### config.mk
export PLATFORM = sky130hd
export DESIGN_NAME = fpga_reset_responder
export DESIGN_NICKNAME = d
export VERILOG_FILES = /design/src/rtl/fpga_reset_responder.sv
export SDC_FILE = /design/constraint.sdc
export NUM_CORES = 1
export LEC_CHECK = 0
export ABC_CLOCK_PERIOD_IN_PS = 2720
export CORE_MARGIN = 5
export CORE_UTILIZATION = 34
export DETAILED_ROUTE_END_ITERATION = 12
export HOLD_SLACK_MARGIN = 0.08
export MAX_ROUTING_LAYER = met4
export RECOVER_POWER = 50
export SLEW_MARGIN = 40
export SYNTH_ARGS = -nofsm -noshare
export SYNTH_HDL_FRONTEND = slang
export SYNTH_SLANG_ARGS = --single-unit
### constraint.sdc
create_clock -name clk -period 2.72 [get_ports clk]
set_input_delay 0.816 -clock clk [delete_from_list [all_inputs] [get_ports clk]]
set_output_delay 0.816 -clock clk [all_outputs]
set_load 0.01 [all_outputs]
### src/rtl/fpga_reset_responder.sv
// ---------------------------------------------------------------------------
// fpga_reset_responder
//
// Handles an HPS-to-FPGA reset request. The request is synchronized into clk,
// the fabric is asked to quiesce, fabric reset is asserted once the fabric
// reports idle (or the quiesce wait times out), and reset is held for a fixed
// number of cycles after the request drops before returning to idle.
//
// Parameters
//   SYNC_STAGES     : synchronizer depth for req_in (2..4)
//   QUIESCE_TIMEOUT : maximum QUIESCE wait in clk cycles
//   TIMEOUT_WIDTH   : width of the quiesce counter
//   RELEASE_HOLD    : cycles fabric_reset is held after the request drops (1..255)
//
// Ports
//   clk          : single clock (fpga_clk_100 at top level)
//   reset        : synchronous, active-high
//   req_in       : reset request level from HPS, asynchronous to clk
//   fabric_idle  : fabric reports no outstanding transactions
//   timeout_clr  : one-cycle pulse clearing timeout_flag
//   quiesce_req  : asks fabric to stop issuing new transactions
//   fabric_reset : active-high reset to fabric logic
//   ack_out      : acknowledge back to the HPS
//   timeout_flag : sticky, set when a quiesce ended by timeout
//   reset_count  : saturating count of completed reset cycles
// ---------------------------------------------------------------------------
module fpga_reset_responder #(
  parameter int unsigned SYNC_STAGES     = 2,
  parameter int unsigned QUIESCE_TIMEOUT = 100000,
  parameter int unsigned TIMEOUT_WIDTH   = 32,
  parameter int unsigned RELEASE_HOLD    = 16
) (
  input  logic       clk,
  input  logic       reset,
  input  logic       req_in,
  input  logic       fabric_idle,
  input  logic       timeout_clr,
  output logic       quiesce_req,
  output logic       fabric_reset,
  output logic       ack_out,
  output logic       timeout_flag,
  output logic [7:0] reset_count
);

  typedef enum logic [1:0] {
    IDLE    = 2'd0,
    QUIESCE = 2'd1,
    ACTIVE  = 2'd2,
    RELEASE = 2'd3
  } state_t;

  localparam logic [TIMEOUT_WIDTH-1:0] Q_LAST = TIMEOUT_WIDTH'(QUIESCE_TIMEOUT - 1);
  localparam logic [7:0]               H_LAST = 8'(RELEASE_HOLD - 1);

  state_t                   state;
  logic [SYNC_STAGES-1:0]   sync_q;
  logic                     req_s;
  logic [TIMEOUT_WIDTH-1:0] q_cnt;
  logic [7:0]               h_cnt;

  // Request synchronizer; only the last stage is used by the FSM.
  always_ff @(posedge clk) begin
    if (reset) begin
      sync_q <= '0;
    end else begin
      sync_q <= {sync_q[SYNC_STAGES-2:0], req_in};
    end
  end

  assign req_s = sync_q[SYNC_STAGES-1];

  // FSM with registered outputs: each output is updated on the transition
  // into the state that defines it, so no output sees an input combinationally.
  always_ff @(posedge clk) begin
    if (reset) begin
      state        <= IDLE;
      q_cnt        <= '0;
      h_cnt        <= '0;
      timeout_flag <= 1'b0;
      reset_count  <= '0;
      quiesce_req  <= 1'b0;
      fabric_reset <= 1'b0;
      ack_out      <= 1'b0;
    end else begin
      // A timeout set later in this block overrides a simultaneous clear.
      if (timeout_clr) begin
        timeout_flag <= 1'b0;
      end

      unique case (state)
        IDLE: begin
          if (req_s) begin
            state       <= QUIESCE;
            q_cnt       <= '0;
            quiesce_req <= 1'b1;
          end
        end

        QUIESCE: begin
          q_cnt <= q_cnt + TIMEOUT_WIDTH'(1);
          if (!req_s) begin
            // Request withdrawn before reset was applied: no count.
            state       <= IDLE;
            quiesce_req <= 1'b0;
          end else if (fabric_idle) begin
            state        <= ACTIVE;
            fabric_reset <= 1'b1;
            ack_out      <= 1'b1;
          end else if (q_cnt == Q_LAST) begin
            state        <= ACTIVE;
            fabric_reset <= 1'b1;
            ack_out      <= 1'b1;
            timeout_flag <= 1'b1;
          end
        end

        ACTIVE: begin
          if (!req_s) begin
            state       <= RELEASE;
            h_cnt       <= '0;
            quiesce_req <= 1'b0;
            ack_out     <= 1'b0;
          end
        end

        RELEASE: begin
          h_cnt <= h_cnt + 8'd1;
          if (req_s) begin
            // Re-request during hold: fabric is still in reset, so go
            // straight back without another quiesce.
            state       <= ACTIVE;
            quiesce_req <= 1'b1;
            ack_out     <= 1'b1;
          end else if (h_cnt == H_LAST) begin
            state        <= IDLE;
            fabric_reset <= 1'b0;
            if (reset_count != 8'hFF) begin
              reset_count <= reset_count + 8'd1;
            end
          end
        end

        default: begin
          state        <= IDLE;
          quiesce_req  <= 1'b0;
          fabric_reset <= 1'b0;
          ack_out      <= 1'b0;
        end
      endcase
    end
  end

endmodule

==> out/results.ini <==
[sta]
fin_crit_ns = 2.24
finalCritPeriodShare_pct = 82.5
final.setup.tns_ns = 0
max_slew.worst_pin.slew_ns = 0.985
max_freq_mhz = 446
final-setup-viol-count = 0
skew_ns = 0.0112
fin_ws_ns = 0.477
drv_slew = 0
rsz0062_at_grt = false
finalHoldViolations = 0
max_slew_margin_pct = 34.3
fin_hold_ws_ns = 0.451

[die]
die_height_um = 102
num_io_pins = 17
dieArea_um2 = 10400
core_um2 = 8260
row_count = 33
chipWidth_um = 102
start_util_pct = 35.0

[placed_design]
port_buffers = 16
post-place-ws_ns = 0.638
place_inst = 441
gp_congestion = 0.786
dp_hpwl_um = 4080

[cells_and_area]
mostFrequentLayoutCells = 56 x nor2_1, 56 x dfxtp_1, 34 x xnor2_1
nets = 356
final_layout_size_suffix_gt1_share_pct = 8.43
antenna_cells = 0
fin_cells = 449
syn_to_final_growth_pct = 12.6

[power_and_ir_drop]
combPwrFrac_pct = 9.3
switching_share_pct = 24.8
total_leakage_power_uw = 0.00116
p_per_area_nw_per_um2 = 446
p_int_uw = 1090
p_sw_uw = 359
peakVddDrop_mv = 0.219
p_seq_share_pct = 57.7
pwr-share-clk_pct = 33.0

[clock_network]
cts_root_buffer = clkbuf_8
path_clk_slew_ns = 0.10
cts_tree = done
cts_sinks = 56
cts-htree-levels = 2
clockBufferDepth = 2
cts_resized = 0
cts_hold_buf = 0
postCtsSetupBuffers = 0
insertion_delay_ns = 0.31
cts_buffers = 5

[detailed_routing]
drt_wl_total_um = 5660
via_per_inst = 5.05
vias = 2269
dr.pass1.iters = 4
ant_nets = 0
wl_per_cell_um = 12.6
drt_drc_violations_left = 0
drt_iter0_markers = 63

[global_route]
grt_remaining_overflow = 0
top_usage_layer = met2
grt_max_degree = 26
grt_antenna_before_repair = 0
grt_pass1_wl_um = 9800
grtUsageMet2_pct = 18.6
grt_pass1_vias = 2191
grtUsageMet1_pct = 15.4
use_met3_pct = 2.46
grt_use_total_pct = 11.9

[synthesis]
netlist_instances = 329
async_flop_share_pct = 0
syn_area_um2 = 2890
syn_avg_cell_area_um2 = 8.77
synth-seq-cells = 56
yosysSeqAreaShare_pct = 38.8
yosys_warnings = 0
synth_edf_count = 0
synth_flop_cell = dfxtp_1
postSynthNetCount = 342
ys_types = 50

[critical_path]
critPathKind = primary input to flop
crit_fanout = 24
cp_top_family = buffers and inverters
slowest_delay_ns = 0.75
critPathSlowestCell = clkbuf_1
cp_cell_sequence = dlygate4sd3_1 > clkbuf_1 > a21o_1 > nor2_1
cp-end-kind = flop
start_kind = primary input
critPathArrivalTime_ns = 2.45
path_buf_inv = 2
cp.required_ns = 2.93

[flow_run]
maxCapViolations = 0

[worst_hold_path]
min_path_type = flop to flop

[outcome]
run_status = completed

==> sequential cells by signal, indices dropped and copies added, names as in the netlist, named ones only <==
| name | count |
|---|---|
| ack_out | 1 |
| fabric_reset | 1 |
| h_cnt | 8 |
| q_cnt | 32 |
| quiesce_req | 1 |
| reset_count | 8 |
| state | 1 |
| sync_q | 2 |
| timeout_flag | 1 |
==> per-stage QoR <==
stage / instance area (µm²) / util [%] / power [µW]
2_1_floorplan: 2890 / - / 943
3_3_place_gp: 3140 / 38.1 / 990
3_5_place_dp: 3150 / 38.2 / 994
4_1_cts: 3250 / 39.3 / 1480
5_1_grt: 3250 / 39.3 / 1520
6_report: 3250 / 39.3 / 1450
==> path summary, 6_finish.rpt <==
| kind | cells after the start | startpoint | to | slack, ns |
|---|---|---|---|---|
| max | 4 | reset | h_cnt[6] | 0.48 |
| min | 1 | sync_q[0] | sync_q[1] | 0.45 |
| max reg2reg | 7 | state[0] | q_cnt[26] | 0.60 |
| min reg2reg | 1 | sync_q[0] | sync_q[1] | 0.45 |
==> Yosys cell counts, types with 2 or more instances <==
cell type	count	share of area, %
and3_1	11	2.4
nor3_1	11	1.9
dfxtp_1	56	39
and4_1	4	1.2
nor2b_1	3	0.65
a32oi_1	2	0.61
inv_1	9	1.2
o21ai_0	10	1.7
nor4b_1	2	0.61
and2_1	2	0.43
mux2i_1	2	0.69
nand3_4	2	1.2
buf_2	3	0.52
ha_1	8	3.5
nand2_1	21	2.7
nor4_4	3	2.2
nand4_1	8	1.7
nor2_1	56	7.3
nor4_1	16	3.5
clkbuf_1	7	0.91
nand3_1	10	1.7
or3_1	4	0.87
xnor2_1	34	10
nand2b_1	4	0.87
xor2_1	4	1.2
buf_6	2	0.78
a21oi_1	12	2.1
==> logic make-up (layout without fill, tap and decap cells) <==
group,Yosys count,in the layout,synth area share (%)
AND/OR/NAND/NOR,167,167,33.9
flip-flops,56,56,38.8
XOR/XNOR,38,38,11.5
AO/OA/AOI/OAI,34,34,7.24
buffers and inverters,23,38,3.77
adder cells (fa/ha/maj),8,8,3.47
multiplexers,3,3,1.21
==> layout make-up <==
cell class | instances | area, µm²
inverter | 9 | 33.8
fill | 836 | 5010
sequential | 56 | 1120
tap | 105 | 131
multi-input combinational | 250 | 1670
timing repair buffer | 21 | 194
clock buffer | 6 | 82.6
clock inverter | 2 | 13.8
==> metal layers <==
layer / up-vias / share of wire [%] / routed length (µm)
met3: 2 / 2.1 / 116
li1: 1181 / - / -
met2: 28 / 45 / 2560
met4: 0 / 0.67 / 38
met1: 1058 / 52 / 2940
met5: - / 0 / 0
==> power groups by stage <==
| stage | Clock [µW] | Sequential [µW] | Combinational, µW |
|---|---|---|---|
| floorplan | 0 | 856 | 87.9 |
| global route | 529 | 838 | 152 |
| CTS | 502 | 837 | 140 |
| finish | 477 | 836 | 135 |
| global placement | 0 | 855 | 135 |
| detailed placement | 0 | 856 | 138 |
Note: power is estimated with default switching activity, not from simulation.
